`config.mk`:
```
export PLATFORM = sky130hd
export DESIGN_NAME = vector_logic_arbiter
export DESIGN_NICKNAME = d
export VERILOG_FILES = /design/src/rtl/vector_logic_arbiter.sv
export SDC_FILE = /design/constraint.sdc
export NUM_CORES = 1
export LEC_CHECK = 0
export ABC_AREA = 1
export CORE_MARGIN = 2
export CORE_UTILIZATION = 32
export DETAILED_ROUTE_END_ITERATION = 7
export GPL_TIMING_DRIVEN = 0
export PLACE_DENSITY = 0.69
export RECOVER_POWER = 100
export SETUP_SLACK_MARGIN = 0.02
export SYNTH_ARGS = -nofsm -noshare
export SYNTH_HDL_FRONTEND = slang
export SYNTH_SLANG_ARGS = --single-unit
```
`constraint.sdc`:
```
create_clock -name clk -period 3.33 [get_ports clk]
set_clock_uncertainty 0.1 [all_clocks]
set_input_delay 0.999 -clock clk [delete_from_list [all_inputs] [get_ports clk]]
set_output_delay 0.999 -clock clk [all_outputs]
set_load 0.1 [all_outputs]
```
`src/rtl/vector_logic_arbiter.sv`:
```
// Round-robin arbiter sharing one registered bitwise logic unit.
// One request in flight; result returned with requester ID.
module vector_logic_arbiter #(
    parameter int NUM_REQ = 4,
    parameter int SIZE    = 8,
    parameter int ID_W    = 2
) (
    input  logic                    clk,
    input  logic                    rst,
    input  logic [NUM_REQ-1:0]      req_valid,
    output logic [NUM_REQ-1:0]      req_ready,
    input  logic [2*NUM_REQ-1:0]    req_op,
    input  logic [SIZE*NUM_REQ-1:0] req_a,
    input  logic [SIZE*NUM_REQ-1:0] req_b,
    output logic                    rsp_valid,
    input  logic                    rsp_ready,
    output logic [ID_W-1:0]         rsp_id,
    output logic [SIZE-1:0]         rsp_data,
    output logic                    busy
);

    typedef enum logic [1:0] {
        IDLE = 2'd0,
        EXEC = 2'd1,
        RESP = 2'd2
    } state_t;

    state_t          state;
    state_t          state_nx;
    logic [ID_W-1:0] rr_ptr;
    logic [ID_W-1:0] gnt_idx;
    logic [ID_W-1:0] id_q;
    logic            found;
    logic [1:0]      sel_op;
    logic [SIZE-1:0] sel_a;
    logic [SIZE-1:0] sel_b;
    logic [1:0]      op_q;
    logic [SIZE-1:0] a_q;
    logic [SIZE-1:0] b_q;
    logic [SIZE-1:0] result;
    logic            take;

    // Two passes: indices at or above rr_ptr first, then wrap to the lowest.
    always_comb begin
        found   = 1'b0;
        gnt_idx = '0;
        for (int i = 0; i < NUM_REQ; i++) begin
            if (!found && req_valid[i] && (ID_W'(i) >= rr_ptr)) begin
                found   = 1'b1;
                gnt_idx = ID_W'(i);
            end
        end
        for (int i = 0; i < NUM_REQ; i++) begin
            if (!found && req_valid[i]) begin
                found   = 1'b1;
                gnt_idx = ID_W'(i);
            end
        end
    end

    assign take = (state == IDLE) && found && !rst;

    always_comb begin
        req_ready = '0;
        sel_op    = '0;
        sel_a     = '0;
        sel_b     = '0;
        for (int i = 0; i < NUM_REQ; i++) begin
            if (gnt_idx == ID_W'(i)) begin
                req_ready[i] = take;
                sel_op       = req_op[2*i +: 2];
                sel_a        = req_a[SIZE*i +: SIZE];
                sel_b        = req_b[SIZE*i +: SIZE];
            end
        end
    end

    always_comb begin
        result = '0;
        unique case (op_q)
            2'd0: result = a_q & b_q;
            2'd1: result = a_q | b_q;
            2'd2: result = a_q ^ b_q;
            2'd3: result = ~a_q;
        endcase
    end

    always_comb begin
        state_nx = state;
        case (state)
            IDLE:    if (found) state_nx = EXEC;
            EXEC:    state_nx = RESP;
            RESP:    if (rsp_ready) state_nx = IDLE;
            default: state_nx = IDLE;
        endcase
    end

    always_ff @(posedge clk or posedge rst) begin
        if (rst) begin
            state <= IDLE;
        end else begin
            state <= state_nx;
        end
    end

    always_ff @(posedge clk or posedge rst) begin
        if (rst) begin
            rr_ptr    <= '0;
            id_q      <= '0;
            op_q      <= '0;
            a_q       <= '0;
            b_q       <= '0;
            rsp_valid <= 1'b0;
            rsp_id    <= '0;
            rsp_data  <= '0;
        end else begin
            case (state)
                IDLE: begin
                    if (found) begin
                        id_q <= gnt_idx;
                        op_q <= sel_op;
                        a_q  <= sel_a;
                        b_q  <= sel_b;
                    end
                end
                EXEC: begin
                    rsp_data  <= result;
                    rsp_id    <= id_q;
                    rsp_valid <= 1'b1;
                    rr_ptr    <= (id_q == ID_W'(NUM_REQ - 1)) ?
                                 '0 : id_q + 1'b1;
                end
                RESP: begin
                    if (rsp_ready) rsp_valid <= 1'b0;
                end
                default: rsp_valid <= 1'b0;
            endcase
        end
    end

    assign busy = (state != IDLE);

endmodule

```
==> results.md <==
* Status: finished, final reports clean
* Synthesized netlist net count at 459
* Syn-to-layout area delta at 54.1%
* First-pass GRT wire length at 12000 microns
* Max VDD drop at 0.000312 V
* Drt wl/cell at 12.7 microns
* GRT overflow at 0
* GP Congestion at 0.836
* Sequential power share at 0.234
* Syn_area_per_cell at 6.83 sq um
* Critical path startpoint category: input port
* Synth Register Bits at 35
* GRT Overall Usage at 0.177
* Max frequency at 0.306 GHz
* Layout Cell Area excl Fill at 3820 sq um
* Yosys warns at 0
* Post-DP Area at 3620 sq um
* Die Y at 92.0 microns
* CTS root buf: clkbuf_8
* Register area at 876 sq um
* Crit end category: output pin
* Fin nets at 569
* Initial Util at 0.326
* HP Class: flop to flop
* Vias at 2675
* IO buf count at 94
* DIE AREA at 8470 sq um
* Int Power at 1.55 mW
* WL final at 7310 microns
* Area of the multi-input gates at 1500 sq um
* Unrepaired setup endpoints after global routing: no
* Slew Limit Fails at 0
* Clk buf depth at 2
* Fin crit period at 3270 ps
* Crit path required time at 2230 ps
* CP Data Arrival Time at 2170 ps
* CP Class: input port to output pin
* TritonCTS clock tree: yes
* Num Clock Sinks at 35
* Antenna-violating nets left at 0
* H-tree lvl count at 2
* Post-route DRC violation count at 0
* Core Box Area at 7610 sq um
* ANT cells at 0
* Least-Margin Pin Slew at 981 ps
* First drt pass iteration count at 4
* # IOs at 95
* DRT iter0 DRCs at 144
* Power share of the combinational group at 0.647
* Row Count at 32
* Pin count of the biggest net entering global routing at 19
* CTS Buf Count at 5
* Die W at 92.0 microns
* Routed vias/inst at 4.64
* Max-slew headroom at 0.344
* Final HPWL DP at 5670 microns
* Clk pwr share at 0.119
* Fillers at 769
* Max cap viols at 0
* Initial antenna violation count at 0
* Power Dens Cells at 877 nW/um^2
* Net Sw Frac at 0.537
* Seq/Total Area, Yosys at 0.353
* Period utilization at 0.982
* Crit-path max FO at 5
* Cell Area, Synth at 2480 sq um
* Post-Syn Instances at 363
* Final hold vios at 0
* Setup tns final at 0 ps
* Layout cells sized above 1 at 0.112
* Vias in the first global route at 2562
* Leak at 1.85 nW
* P_sw at 1.80 mW
* Clk slew on worst S/H paths at 70 ps
* Yosys cell types at 27
* Post-CTS Hold Buffers at 0
* Setup-failing EPs final at 0
* Worst skew pair latency at 290 ps
-- placed cells by master, fill, tap and decap left out, drive strengths merged --
cell type and n:
a211oi 7, a21boi 1, a21oi 6, buf 15, bufinv 1, clkbuf 20, clkdlybuf4s50 72, clkinv 3
clkinvlp 2, dfrtp 35, dlygate4sd2 1, dlygate4sd3 13, ha 17, inv 32, nand2 127, nand3 23
nand3b 1, nand4 3, nor2 49, nor3 10, o21ai 34, o22ai 1, o311ai 1
-- stage by stage --
stage	setup slack, ps	std cells	util	hold slack, ps	power, mW
6_report	60.3	576	0.502	373	3.35
4_1_cts	29.5	573	0.503	386	3.41
5_1_grt	15.5	576	0.502	420	3.64
3_3_place_gp	-1450	559	0.476	360	2.87
3_5_place_dp	-1510	559	0.476	369	2.93
2_1_floorplan	-197	363	-	374	2.35
-- cells in the mapped netlist (all sizes together) --
cell type,count,area [sq um]
clkinv,2,7.51
nor3,10,50.1
nand2,127,502
nand4,3,18.8
o21ai,34,170
nand3,23,115
inv,33,124
a21oi,6,41.3
buf,6,41.3
ha,17,213
nor2,49,208
clkbuf,7,26.3
o311ai,1,8.76
o22ai,1,6.26
nand3b,1,7.51
dfrtp,35,876
a21boi,1,11.3
a211oi,7,52.6
-- sequential cells by signal (all words and copies together) (netlist names) --
signal,count
state,2
a_q,8
rsp_id,2
rr_ptr,2
id_q,2
b_q,8
rsp_data,8
op_q,2
rsp_valid,1
-- layout make-up --
class | instances | share of cell area
Tap cell | 102 | 0.0334
Clock inverter | 2 | 0.00917
Clock buffer | 6 | 0.0216
Timing Repair Buffer | 103 | 0.259
Timing Repair inverter | 1 | 0.00131
Inverter | 35 | 0.0360
Sequential cell | 35 | 0.229
Buffer | 12 | 0.0174
Multi-Input combinational cell | 280 | 0.393
-- logic make-up after synthesis --
family | Yosys count | synth area share
AO/OA/AOI/OAI | 50 | 0.117
AND/OR/NAND/NOR | 213 | 0.363
buffers and inverters | 48 | 0.0803
adder cells (fa/ha/maj) | 17 | 0.0858
flip-flops | 35 | 0.353
-- power groups by stage --
stage	registers, mW	logic, mW	clock network (mW)
2_1_floorplan	1.15	1.20	0
5_1_grt	0.818	2.40	0.420
4_1_cts	0.785	2.22	0.405
6_report	0.784	2.17	0.400
3_5_place_dp	0.791	2.14	0
3_3_place_gp	0.783	2.09	0
-- metal layers --
layer,share of wire,vias up,global-route usage
met1,0.45,1207,0.217
met3,0.063,4,0.0477
li1,-,1387,-
met4,0.010,0,0.0373
met5,0,-,0
met2,0.48,77,0.311
-- final timing paths --
kind | start | end | slack (ps) | cells after the start
max | req_valid[0] | req_ready[3] | 60 | 11
min | rsp_id[1] | rsp_id[1] | 370 | 2
max reg2reg | rr_ptr[1] | b_q[2] | 590 | 11
min reg2reg | rsp_id[1] | rsp_id[1] | 370 | 2
max in group asynchronous | rst | rsp_data[5] | 1330 | 3
min in group asynchronous | rst | id_q[1] | 920 | 2
-- worst max-delay path: stages --
cell and delay (ps):
clkbuf_2 130, nand2_4 60, nand2_4 90, nand2_4 70, nand4_1 110, nand2_2 80
inv_2 80, nand2_4 90, buf_4 160, nor2_4 80, buf_6 230
-- timing repair --
item | 4_1_cts | 5_1_grt
pin swaps | 7 | 8
cloned | 1 | 0
buffers inserted | 6 | 3
resized for setup | 56 | 10
setup endpoints to repair | 4 | 4
(Power assumes the default switching activity.)
